<file path="config.mk">
export PLATFORM = sky130hd
export DESIGN_NAME = snes_pad_responder
export DESIGN_NICKNAME = d
export VERILOG_FILES = /design/src/rtl/snes_pad_responder.sv
export SDC_FILE = /design/constraint.sdc
export NUM_CORES = 1
export LEC_CHECK = 0
export ABC_AREA = 1
export ABC_CLOCK_PERIOD_IN_PS = 2200
export BUFFER_PORTS_ARGS = -buffer_cell sky130_fd_sc_hd__buf_2
export CAP_MARGIN = 30
export CORE_AREA = 5 5 87 57
export CTS_CLUSTER_DIAMETER = 50
export DETAILED_ROUTE_END_ITERATION = 8
export DIE_AREA = 0 0 92 62
export GPL_TIMING_DRIVEN = 0
export PLACE_DENSITY = 0.68
export SYNTH_ARGS = -nofsm -noshare
export SYNTH_HDL_FRONTEND = slang
export SYNTH_SLANG_ARGS = --single-unit
</file>
<file path="constraint.sdc">
create_clock -name I_CLK -period 2.2 [get_ports I_CLK]
set_input_delay 0.11 -clock I_CLK [delete_from_list [all_inputs] [get_ports I_CLK]]
set_output_delay 0.11 -clock I_CLK [all_outputs]
set_load 0.05 [all_outputs]
</file>
<file path="src/rtl/snes_pad_responder.sv">
// snes_pad_responder
//   Device-side model of an SNES-style gamepad. Answers the latch/pulse
//   sequence from the controller block and returns 16 button bits, LSB first,
//   on an active-low serial data line.
//
// Ports:
//   I_CLK               block clock (>= 8x pulse frequency)
//   I_RESET             asynchronous active-high reset
//   I_CONTROLLER_LATCH  latch from initiator (asynchronous to I_CLK)
//   I_CONTROLLER_PULSE  shift clock from initiator (asynchronous to I_CLK)
//   I_BUTTONS[11:0]     pressed=1; B,Y,Select,Start,Up,Down,Left,Right,A,X,L,R
//   O_CONTROLLER_DATA   serial data, 0 = pressed (registered)
//   O_BIT_COUNT[4:0]    bits shifted in the current frame, 0..16
//   O_FRAME_DONE        one-cycle pulse on the 16th shift
//   O_PROTO_ERR         one-cycle pulse on a protocol violation
module snes_pad_responder #(
  parameter int         SYNC_STAGES   = 2,
  parameter int         FILTER_CYCLES = 2,
  parameter int         NUM_BITS      = 16,
  parameter logic [3:0] PAD_ID        = 4'b0000
) (
  input  logic        I_CLK,
  input  logic        I_RESET,
  input  logic        I_CONTROLLER_LATCH,
  input  logic        I_CONTROLLER_PULSE,
  input  logic [11:0] I_BUTTONS,
  output logic        O_CONTROLLER_DATA,
  output logic [4:0]  O_BIT_COUNT,
  output logic        O_FRAME_DONE,
  output logic        O_PROTO_ERR
);

  localparam int CW = (FILTER_CYCLES > 1) ? $clog2(FILTER_CYCLES) : 1;

  typedef enum logic [1:0] {
    IDLE     = 2'd0,
    LATCHED  = 2'd1,
    SHIFTING = 2'd2,
    DONE     = 2'd3
  } state_t;

  // Channel index 0 = latch, 1 = pulse.
  logic [SYNC_STAGES-1:0] latch_sync_r;
  logic [SYNC_STAGES-1:0] pulse_sync_r;
  logic [1:0]             synced_s;
  logic [1:0]             filt_lvl_r;
  logic [1:0]             filt_prev_r;
  logic [CW-1:0]          filt_cnt_r [2];

  logic latch_rise_s;
  logic latch_fall_s;
  logic pulse_rise_s;

  state_t      state_r, state_n;
  logic [15:0] sr_r, sr_n;
  logic [4:0]  cnt_n;
  logic        data_n, done_n, err_n;
  logic [15:0] load_s;

  // Metastability synchronizers for the two asynchronous inputs.
  always_ff @(posedge I_CLK or posedge I_RESET) begin
    if (I_RESET) begin
      latch_sync_r <= '0;
      pulse_sync_r <= '0;
    end else begin
      latch_sync_r <= {latch_sync_r[SYNC_STAGES-2:0], I_CONTROLLER_LATCH};
      pulse_sync_r <= {pulse_sync_r[SYNC_STAGES-2:0], I_CONTROLLER_PULSE};
    end
  end

  assign synced_s = {pulse_sync_r[SYNC_STAGES-1], latch_sync_r[SYNC_STAGES-1]};

  // Glitch filter: a new level is accepted only after FILTER_CYCLES
  // consecutive synchronized samples disagree with the current level.
  always_ff @(posedge I_CLK or posedge I_RESET) begin
    if (I_RESET) begin
      filt_lvl_r  <= 2'b00;
      filt_prev_r <= 2'b00;
      for (int i = 0; i < 2; i++) filt_cnt_r[i] <= '0;
    end else begin
      filt_prev_r <= filt_lvl_r;
      for (int i = 0; i < 2; i++) begin
        if (synced_s[i] != filt_lvl_r[i]) begin
          if (filt_cnt_r[i] == CW'(FILTER_CYCLES - 1)) begin
            filt_lvl_r[i] <= synced_s[i];
            filt_cnt_r[i] <= '0;
          end else begin
            filt_cnt_r[i] <= filt_cnt_r[i] + CW'(1);
          end
        end else begin
          filt_cnt_r[i] <= '0;
        end
      end
    end
  end

  assign latch_rise_s = filt_lvl_r[0] & ~filt_prev_r[0];
  assign latch_fall_s = ~filt_lvl_r[0] & filt_prev_r[0];
  assign pulse_rise_s = filt_lvl_r[1] & ~filt_prev_r[1];
  assign load_s       = {PAD_ID, I_BUTTONS};

  // Next-state, shift register and output computation.
  always_comb begin
    state_n = state_r;
    sr_n    = sr_r;
    cnt_n   = O_BIT_COUNT;
    done_n  = 1'b0;
    err_n   = 1'b0;
    case (state_r)
      IDLE: begin
        if (latch_rise_s) begin
          // Latch wins over a simultaneous pulse.
          state_n = LATCHED;
          sr_n    = load_s;
          cnt_n   = 5'd0;
        end else if (pulse_rise_s) begin
          err_n = 1'b1;
        end else begin
          state_n = IDLE;
        end
      end
      LATCHED: begin
        if (latch_fall_s) begin
          // Buttons are frozen from the last latched cycle.
          state_n = SHIFTING;
        end else begin
          sr_n  = load_s;
          cnt_n = 5'd0;
          if (pulse_rise_s) begin
            err_n = 1'b1;
          end else begin
            err_n = 1'b0;
          end
        end
      end
      SHIFTING: begin
        if (latch_rise_s) begin
          // Early abort of an incomplete frame.
          state_n = LATCHED;
          sr_n    = load_s;
          cnt_n   = 5'd0;
          err_n   = 1'b1;
        end else if (pulse_rise_s) begin
          sr_n  = {1'b1, sr_r[15:1]};
          cnt_n = O_BIT_COUNT + 5'd1;
          if (O_BIT_COUNT == 5'(NUM_BITS - 1)) begin
            state_n = DONE;
            done_n  = 1'b1;
          end else begin
            state_n = SHIFTING;
          end
        end else begin
          state_n = SHIFTING;
        end
      end
      DONE: begin
        if (latch_rise_s) begin
          state_n = LATCHED;
          sr_n    = load_s;
          cnt_n   = 5'd0;
        end else if (pulse_rise_s) begin
          // Trailing 1s keep the line low: pad-present indication.
          sr_n = {1'b1, sr_r[15:1]};
        end else begin
          state_n = DONE;
        end
      end
      default: begin
        state_n = IDLE;
        sr_n    = 16'h0000;
        cnt_n   = 5'd0;
      end
    endcase
    data_n = ~sr_n[0];
  end

  // State, shift register and registered outputs.
  always_ff @(posedge I_CLK or posedge I_RESET) begin
    if (I_RESET) begin
      state_r           <= IDLE;
      sr_r              <= 16'h0000;
      O_CONTROLLER_DATA <= 1'b1;
      O_BIT_COUNT       <= 5'd0;
      O_FRAME_DONE      <= 1'b0;
      O_PROTO_ERR       <= 1'b0;
    end else begin
      state_r           <= state_n;
      sr_r              <= sr_n;
      O_CONTROLLER_DATA <= data_n;
      O_BIT_COUNT       <= cnt_n;
      O_FRAME_DONE      <= done_n;
      O_PROTO_ERR       <= err_n;
    end
  end

endmodule

</file>
## Word-level counts from Yosys, hierarchy flattened

Index checks and enable logic that the tools add are counted.

- Register bits: 36
- Bits of input ports: 16
- Word-level logic and storage cells: 78

- Add/subtract/negate cells: 3
- Equal/unequal tests: 14
- Muxes and demuxes: 32
- Bitwise logic cells: 7
- Reduce and logical (&&, ||, !) cells: 8

Operators with widths:

| operator | count |
|---|---|
| 16-bit 2-to-1 mux | 4 |
| 16-bit one-hot mux with 3 select lines | 1 |
| 5-bit 2-to-1 mux | 4 |
| 5-bit one-hot mux with 3 select lines | 1 |
| 2-bit 2-to-1 mux | 7 |
| 1-bit 2-to-1 mux | 13 |
| 3-bit inequality test (second input constant) | 3 |
| 3-bit AND reduction | 3 |
| 2-bit one-hot mux with 4 select lines | 1 |
| 2-bit inequality test (second input constant) | 3 |
| 5-bit by 1-bit adder with 5-bit output (second input constant) | 1 |
| 5-bit by 4-bit equality test with 1-bit output (second input constant) | 1 |
| 2-bit equality test (second input constant) | 2 |
| 1-bit inverter | 4 |
| 2-bit AND reduction | 2 |
| 2-bit OR reduction | 2 |
| 1-bit AND | 3 |
| 3-bit by 1-bit inequality test with 1-bit output (second input constant) | 1 |
| 1-bit one-hot mux with 3 select lines | 1 |
| 1-bit adder (second input constant) | 2 |
| 2-bit by 1-bit equality test with 1-bit output (second input constant) | 1 |
| 2-bit logical NOT | 1 |
| 1-bit inequality test | 2 |
| 2-bit by 1-bit inequality test with 1-bit output (second input constant) | 1 |

## Logic depth before layout (Yosys ltp)

Gate-level depths: netlist of run 1.

- Word-level depth: 6
- Gate-level depth with buffers: 10
- Mapped depth without buffers: 9

## Worst setup path before layout of run 1

No wires, ideal clock.

- Kind: register to register
- Start point: register O_BIT_COUNT[1]
- End point: register O_BIT_COUNT[4]
- Library setup time: 0.076 ns
- Arrival: 1.574 ns
- Slack: 0.550 ns
- Stages on the path, launching flop included: 8
- Cells stage by stage: dfrtp_1 ha_1 nand2_1 nor2_1 ha_1 nor3_1 nand2_1 o21ai_1

- Cells in the longest elaborated chain, start to end: 4

RTL lines:

| element | RTL line | text |
|---|---|---|
| start, declared | 28 | `output logic [4:0] O_BIT_COUNT,` |
| start signal, assigned | 190 | `O_BIT_COUNT <= cnt_n;` |
| 5-bit by 1-bit adder with 5-bit output | 145 | `cnt_n = O_BIT_COUNT + 5'd1;` |
| 5-bit 2-to-1 mux | 143 | `end else if (pulse_rise_s) begin` |
| 5-bit 2-to-1 mux | 137 | `if (latch_rise_s) begin` |
| 5-bit one-hot mux with 3 select lines | 109 | `case (state_r)` |

Every way passes these cells. The select of a mux whose other input is x is not followed.
A chain may end at the register's enable or synchronous reset.

## Worst setup path in the final report of run 1

- Start point: register state_r[0]
- End point: register sr_r[5]

- Cells in the longest elaborated chain, start to end: 4
- Elaborated cells on any way between the ends: 10

RTL lines:

| element | RTL line | text |
|---|---|---|
| start, declared | 54 | `state_t state_r, state_n;` |
| start signal, assigned | 187 | `state_r <= state_n;` |
| 2-bit equality test | 109 |  |
| 2-bit OR reduction (no line) | - |  |
| 3-bit by 1-bit inequality test with 1-bit output (no line) | - |  |
| 3-bit AND reduction (no line) | - |  |
| end signal, assigned | 188 | `sr_r <= sr_n;` |
| end, declared | 55 | `logic [15:0] sr_r, sr_n;` |

Parallel ways exist; a longest one is shown, timed or not.

==> results of run 1 <==
==> cell type report <==
class | count | area, um^2 | area share, %
sequential | 36 | 902 | 40.6
multi-input combinational | 164 | 863 | 38.9
timing repair buffer | 26 | 145 | 6.53
inverter | 31 | 116 | 5.24
clock buffer | 6 | 72.6 | 3.27
tap | 50 | 62.6 | 2.82
buffer | 6 | 55.1 | 2.48
clock inverter | 1 | 5.00 | 0.225
==> path summary, 6_finish.rpt <==
kind,from,endpoint,slack [ns],cells past startpoint
max reg2reg,state_r[0]$_DFFE_PP0P_,sr_r[5]$_DFFE_PP0P_,0.41,10
max,state_r[0]$_DFFE_PP0P_,sr_r[5]$_DFFE_PP0P_,0.41,10
min,I_BUTTONS[7],sr_r[7]$_DFFE_PP0P_,0.14,5
max in group asynchronous,I_RESET,filt_cnt_r[1]$_DFF_PP0_,1.23,3
min reg2reg,pulse_sync_r[0]$_DFF_PP0_,pulse_sync_r[1]$_DFF_PP0_,0.35,0
min in group asynchronous,I_RESET,sr_r[3]$_DFFE_PP0P_,0.49,3
==> per-stage QoR <==
stage | cells | hold slack, ns | area (um^2) | total power [mW] | worst slack, ns
final | 320 | 0.143 | 2220 | 3.11 | 0.406
after detailed placement | 310 | 0.220 | 2110 | 2.67 | 0.442
after floorplan | 237 | 0.141 | 1940 | 2.31 | 0.550
after global routing | 320 | 0.163 | 2220 | 3.40 | 0.272
after global placement | 310 | 0.218 | 2110 | 2.64 | 0.456
after CTS | 320 | 0.133 | 2220 | 3.13 | 0.415
==> layer usage <==
| layer | GRT usage, % | part of all wire [%] | up-vias |
|---|---|---|---|
| li1 | - | - | 822 |
| met1 | 23.0 | 51 | 743 |
| met2 | 23.0 | 40 | 46 |
| met3 | 4.81 | 7.9 | 2 |
| met4 | 8.25 | 0.45 | 0 |
| met5 | 0 | 0 | - |
==> tightest hold or removal path: stages <==
cell and delay [ns]:
sky130_fd_sc_hd__buf_2 0.07, sky130_fd_sc_hd__inv_1 0.04, sky130_fd_sc_hd__nor2_1 0.10, sky130_fd_sc_hd__a21oi_1 0.05, sky130_fd_sc_hd__nand2_1 0.05
==> cell families (layout without fill, tap and decap cells) <==
family | Yosys count | count (layout) | share of synthesized area [%]
AOI/OAI and AO/OA | 39 | 39 | 11.0
xor gates and xnor gates | 2 | 2 | 0.905
adders and majority gates | 7 | 7 | 4.52
buffers and inverters | 37 | 70 | 8.85
DFF | 36 | 36 | 46.6
and+or+nand+nor | 116 | 116 | 28.2
==> state kept, by name, summed over array words and instances, names as in the netlist <==
register and count:
sr_r 16, state_r 2, filt_cnt_r 2, O_CONTROLLER_DATA 1, filt_prev_r 2, pulse_sync_r 2
O_FRAME_DONE 1, latch_sync_r 2, filt_lvl_r 2, O_PROTO_ERR 1, O_BIT_COUNT 5
==> cells in the mapped netlist (all sizes together) <==
| master | count | area [um^2] |
|---|---|---|
| dfrtp | 35 | 876 |
| dfstp | 1 | 26.3 |
| nand4 | 3 | 18.8 |
| ha | 7 | 87.6 |
| buf | 6 | 55.1 |
| inv | 31 | 116 |
| nor2 | 28 | 130 |
| nand3 | 27 | 158 |
| o21ai | 25 | 140 |
| or2 | 1 | 6.26 |
| nor3 | 1 | 5.00 |
| nand2 | 56 | 228 |
| a211oi | 1 | 7.51 |
| xnor2 | 2 | 17.5 |
| a21oi | 13 | 65.1 |
==> report_power, final <==
| part | switching [mW] | leakage, nW | internal (mW) |
|---|---|---|---|
| combinational | 1.11 | 0.668 | 0.544 |
| sequential | 0.147 | 0.466 | 0.859 |
| clock | 0.237 | 0.0410 | 0.215 |
==> impl_results.html, run 1 <==
<table>
<tr><th>Metric</th><th>Value</th></tr>
<tr><th colspan="2">Setup path</th></tr>
<tr><td>Kind of cell adding the most delay to the critical path</td><td>simple AND/OR/NAND/NOR gates</td></tr>
<tr><td>CP max stage cell</td><td>sky130_fd_sc_hd__dfrtp_1</td></tr>
<tr><td>Most frequent CP cell</td><td>sky130_fd_sc_hd__nand2_1</td></tr>
<tr><td>CP bufs+invs</td><td>3</td></tr>
<tr><td>Worst setup path category</td><td>reg2reg</td></tr>
<tr><td>Critical path data arrival time</td><td>1.98 ns</td></tr>
<tr><td>Critical path required time</td><td>2.38 ns</td></tr>
<tr><td>CP Launch Type</td><td>register</td></tr>
<tr><td>Endpoint type of the worst setup path</td><td>register</td></tr>
<tr><td>Series of cell instances along the critical path</td><td>inv_1 &gt; ha_1 &gt; inv_2 &gt; nand2_4 &gt; nand3_2 &gt; nand3_4 &gt; nor2_4 &gt; buf_6 &gt; nand2_1 &gt; nand2_1</td></tr>
<tr><td>Critical-path maximum fanout</td><td>10</td></tr>
<tr><td>Delay contributed by the slowest stage of the critical path</td><td>0.42 ns</td></tr>
<tr><th colspan="2">Global routing</th></tr>
<tr><td>Vias in the first global route</td><td>1541</td></tr>
<tr><td>Global router's overall resource usage</td><td>16.3%</td></tr>
<tr><td>Wire length of the first global-routing pass</td><td>7.14 mm</td></tr>
<tr><td>Initial antenna violation count</td><td>0</td></tr>
<tr><td>Global-route congestion overflow total</td><td>0</td></tr>
<tr><td>Maximum number of pins on one net before global-route repair</td><td>37</td></tr>
<tr><th colspan="2">Synthesis</th></tr>
<tr><td>Cell area after synthesis</td><td>1940 um^2</td></tr>
<tr><td>Synth warnings</td><td>0</td></tr>
<tr><td>Synthesized Nets</td><td>260</td></tr>
<tr><td>Part of the Yosys area used for sequential elements</td><td>46.6%</td></tr>
<tr><td>Average footprint of a synthesized cell</td><td>8.17 um^2</td></tr>
<tr><td>Gate Count Post-Synth</td><td>237</td></tr>
<tr><td>FF+latch count, synth</td><td>36</td></tr>
<tr><td>Count of different cell masters after synthesis</td><td>25</td></tr>
<tr><th colspan="2">Die</th></tr>
<tr><td>Die height</td><td>62 um</td></tr>
<tr><td>Site row count</td><td>18</td></tr>
<tr><td>Area of the die</td><td>5700 um^2</td></tr>
<tr><td>Io pins</td><td>24</td></tr>
<tr><td>Starting density of the core</td><td>48.3%</td></tr>
<tr><td>Placeable core region</td><td>4010 um^2</td></tr>
<tr><td>Die width</td><td>92 um</td></tr>
<tr><th colspan="2">Detailed routing</th></tr>
<tr><td>Overall via count from detail_route</td><td>1613</td></tr>
<tr><td>Detailed-route DRC error count</td><td>0</td></tr>
<tr><td>Total Routed Length</td><td>3.99 mm</td></tr>
<tr><td>Detailed-routing iteration count for the pre-antenna-repair pass</td><td>4</td></tr>
<tr><td>Antenna viol nets, final</td><td>0</td></tr>
<tr><td>Wire length per cell after detailed routing</td><td>12.5 um</td></tr>
<tr><td>First-iteration detailed-routing DRC count</td><td>59</td></tr>
<tr><td>Via-to-Cell Ratio</td><td>5.04</td></tr>
<tr><th colspan="2">Final layout</th></tr>
<tr><td>Fraction of layout instances using a drive strength above 1</td><td>21.5%</td></tr>
<tr><td>Final design utilization</td><td>55.4%</td></tr>
<tr><td>Count of filler cells inserted in the layout</td><td>396</td></tr>
<tr><td>Total inserted antenna cells</td><td>0</td></tr>
<tr><td>Top library cells by usage in the layout, fill and taps aside</td><td>sky130_fd_sc_hd__nand2_1, sky130_fd_sc_hd__dfrtp_1, sky130_fd_sc_hd__buf_2</td></tr>
<tr><td>Most common cell after layout, fill and taps aside</td><td>sky130_fd_sc_hd__nand2_1</td></tr>
<tr><td>Number of nets in the final layout</td><td>293</td></tr>
<tr><td>Growth of design area from synthesis to finish</td><td>14.7%</td></tr>
<tr><th colspan="2">Clock network</th></tr>
<tr><td>Clock root buffer master</td><td>sky130_fd_sc_hd__clkbuf_8</td></tr>
<tr><td>Post-cts resize count</td><td>0</td></tr>
<tr><td>Max Buffers Root-to-Sink</td><td>2</td></tr>
<tr><td>Setup Buffers After CTS</td><td>0</td></tr>
<tr><td>Clock latency on the worst-skew pair</td><td>0.30 ns</td></tr>
<tr><td>Clock transition at the registers of the reported paths</td><td>0.07 ns</td></tr>
<tr><td>TritonCTS clock tree</td><td>yes</td></tr>
<tr><td># H-tree levels</td><td>2</td></tr>
<tr><td>Clock sink count</td><td>36</td></tr>
<tr><td>CTS Hold Bufs</td><td>3</td></tr>
<tr><td>Number of buffers created by CTS</td><td>5</td></tr>
<tr><th colspan="2">Placement</th></tr>
<tr><td>Post-detail-place hpwl</td><td>2.83 mm</td></tr>
<tr><td>Count of buffers from port buffering</td><td>23</td></tr>
<tr><td>Placer's final routability congestion estimate</td><td>0.857</td></tr>
<tr><th colspan="2">Timing</th></tr>
<tr><td>Setup TNS</td><td>0 ns</td></tr>
<tr><td>Time the final worst path needs with I/O delays and setup</td><td>1.79 ns</td></tr>
<tr><td>Number of endpoints with negative hold slack in the final report</td><td>0</td></tr>
<tr><td>Max Transition Viols Final</td><td>0</td></tr>
<tr><td>Slew at the pin with the worst max-slew slack</td><td>0.754 ns</td></tr>
<tr><td>Final worst clock skew</td><td>0.00743 ns</td></tr>
<tr><td>Number of failing setup endpoints in the final timing report</td><td>0</td></tr>
<tr><td>Post-route clock period utilization</td><td>81.5%</td></tr>
<tr><td>Max-Slew Margin vs Limit</td><td>49.6%</td></tr>
<tr><td>Highest clock frequency the design can meet</td><td>558 MHz</td></tr>
<tr><td>RSZ-0062 raised after global routing</td><td>false</td></tr>
<tr><th colspan="2">Run</th></tr>
<tr><td>Number of maximum-capacitance constraint violations</td><td>0</td></tr>
<tr><th colspan="2">Power</th></tr>
<tr><td>Highest ir drop seen on vdd</td><td>0.000451 V</td></tr>
<tr><td>Pwr/cell area</td><td>1400 nW/um^2</td></tr>
<tr><td>Leak Pwr</td><td>1.17 nW</td></tr>
<tr><th colspan="2">Min path</th></tr>
<tr><td>Hold/Removal Path Class</td><td>in2reg</td></tr>
<tr><th colspan="2">Outcome</th></tr>
<tr><td>Run status</td><td>finished clean</td></tr>
</table>
(Power assumes the default switching activity.)
==> run 2: changes to the inputs <==
--- a/config.mk
+++ b/config.mk
@@ -6,7 +6,7 @@
 export NUM_CORES = 1
 export LEC_CHECK = 0
 export ABC_AREA = 1
-export ABC_CLOCK_PERIOD_IN_PS = 2200
+export ABC_CLOCK_PERIOD_IN_PS = 1440
 export BUFFER_PORTS_ARGS = -buffer_cell sky130_fd_sc_hd__buf_2
 export CAP_MARGIN = 30
 export CORE_AREA = 5 5 87 57
@@ -14,7 +14,7 @@
 export DETAILED_ROUTE_END_ITERATION = 8
 export DIE_AREA = 0 0 92 62
 export GPL_TIMING_DRIVEN = 0
-export PLACE_DENSITY = 0.68
+export PLACE_DENSITY = 0.71
 export SYNTH_ARGS = -nofsm -noshare
 export SYNTH_HDL_FRONTEND = slang
 export SYNTH_SLANG_ARGS = --single-unit
==> constraint.sdc (replaced) <==
create_clock -name I_CLK -period 1.44 [get_ports I_CLK]
set_input_delay 0.072 -clock I_CLK [delete_from_list [all_inputs] [get_ports I_CLK]]
set_output_delay 0.072 -clock I_CLK [all_outputs]
set_load 0.05 [all_outputs]
==> run 2 against run 1 <==
Compared with the run above: the flow now finishes with violations (setup timing); worst setup slack worse by 0.51 ns; sequential cell count unchanged; largest power group unchanged; sequential share of layout area down 6.0 points; clock-buffer cell count rose by 2; fmax up 16%; highest routed layer unchanged; power up 98%; hold slack got worse by 0.033 ns.
==> impl_results.html, run 2 (same netlist as run 1, synthesis figures left out) <==
<table>
<tr><th>Metric</th><th>Value</th></tr>
<tr><th colspan="2">Timing</th></tr>
<tr><td>Number of failing setup endpoints in the final timing report</td><td>19 (+19)</td></tr>
<tr><td>Time the final worst path needs with I/O delays and setup</td><td>1.54 ns (-0.249 ns)</td></tr>
<tr><td>Highest clock frequency the design can meet</td><td>648 MHz (+16%)</td></tr>
<tr><td>Final worst clock skew</td><td>0.0103 ns (+0.00292 ns)</td></tr>
<tr><td>Slew at the pin with the worst max-slew slack</td><td>0.743 ns (-0.0109 ns)</td></tr>
<tr><td>Max Transition Viols Final</td><td>0 (unchanged)</td></tr>
<tr><td>Number of endpoints with negative hold slack in the final report</td><td>0 (unchanged)</td></tr>
<tr><td>Max-Slew Margin vs Limit</td><td>50.4% (+0.73 points)</td></tr>
<tr><td>Final Hold Slack</td><td>0.110 ns (-0.0334 ns)</td></tr>
<tr><td>Setup TNS</td><td>-1.51 ns (-1.51 ns)</td></tr>
<tr><td>Post-layout worst setup margin</td><td>-0.104 ns (-0.511 ns)</td></tr>
<tr><td>Post-route clock period utilization</td><td>107% (+26 points)</td></tr>
<tr><td>RSZ-0062 raised after global routing</td><td>true</td></tr>
<tr><th colspan="2">Detailed routing</th></tr>
<tr><td>Antenna viol nets, final</td><td>0 (unchanged)</td></tr>
<tr><td>Detailed route wirelength on metal2</td><td>2.12 mm (+31%)</td></tr>
<tr><td>Via-to-Cell Ratio</td><td>5.08 (+0.83%)</td></tr>
<tr><td>Detailed-routing iteration count for the pre-antenna-repair pass</td><td>4 (unchanged)</td></tr>
<tr><td>Detailed route wirelength on metal3</td><td>318 um (+0.32%)</td></tr>
<tr><td>M1 WL</td><td>2.29 mm (+12%)</td></tr>
<tr><td>Detailed-route DRC error count</td><td>0 (unchanged)</td></tr>
<tr><td>Wire length per cell after detailed routing</td><td>14.1 um (+13%)</td></tr>
<tr><td>Uppermost metal layer occupied by signal nets</td><td>met4</td></tr>
<tr><td>First-iteration detailed-routing DRC count</td><td>131 (+120%)</td></tr>
<tr><td>Overall via count from detail_route</td><td>1728 (+7.1%)</td></tr>
<tr><td>Total Routed Length</td><td>4.78 mm (+20%)</td></tr>
<tr><th colspan="2">Die</th></tr>
<tr><td>Placeable core region</td><td>4010 um^2 (unchanged)</td></tr>
<tr><td>Io pins</td><td>24 (unchanged)</td></tr>
<tr><td>Site row count</td><td>18 (unchanged)</td></tr>
<tr><td>Starting density of the core</td><td>48.3% (unchanged)</td></tr>
<tr><td>Area of the die</td><td>5700 um^2 (unchanged)</td></tr>
<tr><td>Die height</td><td>62 um (unchanged)</td></tr>
<tr><td>Die width</td><td>92 um (unchanged)</td></tr>
<tr><th colspan="2">Outcome</th></tr>
<tr><td>Failing checks</td><td>setup timing</td></tr>
<tr><td>Run status</td><td>finished, violations left</td></tr>
<tr><th colspan="2">Global routing</th></tr>
<tr><td>Vias in the first global route</td><td>1640 (+6.4%)</td></tr>
<tr><td>Initial antenna violation count</td><td>0 (unchanged)</td></tr>
<tr><td>Maximum number of pins on one net before global-route repair</td><td>37 (unchanged)</td></tr>
<tr><td>Wire length of the first global-routing pass</td><td>7.60 mm (+6.5%)</td></tr>
<tr><td>Global-route congestion overflow total</td><td>0 (unchanged)</td></tr>
<tr><td>Global router's overall resource usage</td><td>17.4% (+1.0 points)</td></tr>
<tr><th colspan="2">Placement</th></tr>
<tr><td>DP Cell Count</td><td>310 (unchanged)</td></tr>
<tr><td>Placer's final routability congestion estimate</td><td>0.808 (-5.8%)</td></tr>
<tr><td>Count of buffers from port buffering</td><td>23 (unchanged)</td></tr>
<tr><td>Post-detail-place hpwl</td><td>2.91 mm (+2.8%)</td></tr>
<tr><th colspan="2">Setup path</th></tr>
<tr><td>CP Launch Type</td><td>register</td></tr>
<tr><td>Critical path required time</td><td>1.67 ns (-0.71 ns)</td></tr>
<tr><td>FF-to-FF path depth</td><td>10 (unchanged)</td></tr>
<tr><td>Critical path data arrival time</td><td>1.77 ns (-0.21 ns)</td></tr>
<tr><td>Kind of cell adding the most delay to the critical path</td><td>simple AND/OR/NAND/NOR gates</td></tr>
<tr><td>Critical-path maximum fanout</td><td>10 (unchanged)</td></tr>
<tr><td>End of the worst register-to-register path</td><td>sr_r[4]$_DFFE_PP0P_</td></tr>
<tr><td>Worst setup path category</td><td>reg2reg</td></tr>
<tr><td>RR Startpoint</td><td>state_r[1]$_DFFE_PP0P_</td></tr>
<tr><td>Endpoint type of the worst setup path</td><td>register</td></tr>
<tr><td>Critical path launch point</td><td>state_r[1]$_DFFE_PP0P_</td></tr>
<tr><td>Critical path endpoint</td><td>sr_r[4]$_DFFE_PP0P_</td></tr>
<tr><td>Series of cell instances along the critical path</td><td>buf_12 &gt; ha_4 &gt; inv_4 &gt; nand2_4 &gt; nand3_4 &gt; nand3_4 &gt; nor2_4 &gt; buf_6 &gt; nand2_1 &gt; nand2_1</td></tr>
<tr><td>R2R Setup Slk</td><td>-0.10 ns (-0.51 ns)</td></tr>
<tr><td>CP bufs+invs</td><td>3 (unchanged)</td></tr>
<tr><td>Delay contributed by the slowest stage of the critical path</td><td>0.44 ns (+0.02 ns)</td></tr>
<tr><td>Number of logic stages on the critical path including buffering</td><td>10 (unchanged)</td></tr>
<tr><td>CP max stage cell</td><td>sky130_fd_sc_hd__dfrtp_2</td></tr>
<tr><th colspan="2">Clock network</th></tr>
<tr><td>Clock sink count</td><td>36 (unchanged)</td></tr>
<tr><td>Clock latency on the worst-skew pair</td><td>0.29 ns (about the same)</td></tr>
<tr><td>Clock transition at the registers of the reported paths</td><td>0.08 ns (about the same)</td></tr>
<tr><td>Max Buffers Root-to-Sink</td><td>2 (unchanged)</td></tr>
<tr><td>Number of buffers created by CTS</td><td>5 (unchanged)</td></tr>
<tr><td># H-tree levels</td><td>2 (unchanged)</td></tr>
<tr><td>TritonCTS clock tree</td><td>yes</td></tr>
<tr><td>Clock root buffer master</td><td>sky130_fd_sc_hd__clkbuf_8</td></tr>
<tr><th colspan="2">Run</th></tr>
<tr><td>Number of maximum-capacitance constraint violations</td><td>0 (unchanged)</td></tr>
<tr><th colspan="2">Final layout</th></tr>
<tr><td>Top library cells by usage in the layout, fill and taps aside</td><td>sky130_fd_sc_hd__nand2_1, sky130_fd_sc_hd__dfrtp_1, sky130_fd_sc_hd__buf_2</td></tr>
<tr><td>Max FFs per register</td><td>16 (unchanged)</td></tr>
<tr><td>Registers with the most flip-flops</td><td>sr_r (16), O_BIT_COUNT (5)</td></tr>
<tr><td>Total inserted antenna cells</td><td>0 (unchanged)</td></tr>
<tr><td>Most flop-heavy register</td><td>sr_r</td></tr>
<tr><td>Non-Filler Instances</td><td>340 (+6.3%)</td></tr>
<tr><td>Most common cell after layout, fill and taps aside</td><td>sky130_fd_sc_hd__nand2_1</td></tr>
<tr><td>Number of nets in the final layout</td><td>312 (+6.5%)</td></tr>
<tr><td>Fraction of layout instances using a drive strength above 1</td><td>38.6% (+17 points)</td></tr>
<tr><td>Growth of design area from synthesis to finish</td><td>35.6%</td></tr>
<tr><td>Final design utilization</td><td>65.5% (+10 points)</td></tr>
<tr><th colspan="2">Min path</th></tr>
<tr><td>Hold/Removal Path Class</td><td>in2reg</td></tr>
<tr><th colspan="2">Power</th></tr>
<tr><td>Pwr/cell area</td><td>2350 nW/um^2 (+67%)</td></tr>
<tr><td>Leak Pwr</td><td>1.31 nW (+11%)</td></tr>
<tr><td>Highest ir drop seen on vdd</td><td>0.000872 V (+94%)</td></tr>
</table>
-- run 2: cell count changes in the layout (fill, tap and decap cells not counted), sizes merged --
| cell | delta |
|---|---|
| clkinv | -1 |
| clkbuf | +3 |
| buf | +18 |
-- run 2: worst reg2reg max path, delay by kind of cell (launching register included) --
kind,cells,cell delay (ns)
fa+ha+maj,1,0.18
simple gates,6,0.52
buf+inv,3,0.35
flops,1,0.44
-- run 2: worst min-delay path by stage --
stage                                endpoint  depth (start not counted)          startpoint  slack (ns)
floorplan           latch_sync_r[0]$_DFF_PP0_                          0  I_CONTROLLER_LATCH        0.10
global placement    latch_sync_r[0]$_DFF_PP0_                          1  I_CONTROLLER_LATCH        0.18
detailed placement  pulse_sync_r[0]$_DFF_PP0_                          1  I_CONTROLLER_PULSE        0.18
CTS                      sr_r[10]$_DFFE_PP0P_                          5       I_BUTTONS[10]        0.11
global route              sr_r[6]$_DFFE_PP0P_                          5        I_BUTTONS[6]        0.16
finish                    sr_r[6]$_DFFE_PP0P_                          5        I_BUTTONS[6]        0.11
-- run 2: cell type report --
class                   instances  area (um^2)
flip-flops and latches         36          908
repair buffers                 45          330
clock buffers                   8          100
inverters                      31          126
plain buffers                   6         65.1
multi-input cells             164         1030
well taps                      50         62.6
fillers                       332         1380
-- run 2: through the flow --
stage | setup WS [ns] | total power, mW | instance area, um^2
3_5_place_dp | -0.140 | 4.15 | 2150
5_1_grt | -0.196 | 6.55 | 2630
4_1_cts | -0.0819 | 5.55 | 2440
2_1_floorplan | -0.00774 | 3.59 | 1970
3_3_place_gp | -0.113 | 4.09 | 2150
6_report | -0.104 | 6.16 | 2630
-- run 2: where the power goes --
| group | switching (mW) | internal [mW] |
|---|---|---|
| Sequential | 0.264 | 1.32 |
| Clock | 0.365 | 0.437 |
| Combinational | 2.23 | 1.54 |
| Total | 2.86 | 3.30 |
-- run 2: metal layers --
metal	global-route usage, %	up-vias
met5	0	-
met4	5.92	0
met3	4.09	8
met2	27.7	54
met1	23.8	804
li1	-	862
-- run 2: what timing repair did --
item                                   4_1_cts  5_1_grt
pin swaps                                    4       15
endpoints found under the hold margin       37        0
cloned                                       2        1
hold buffers                                 3        0
buffers inserted                             9        7
setup endpoints to repair                   16       25
resized for setup                           20       24
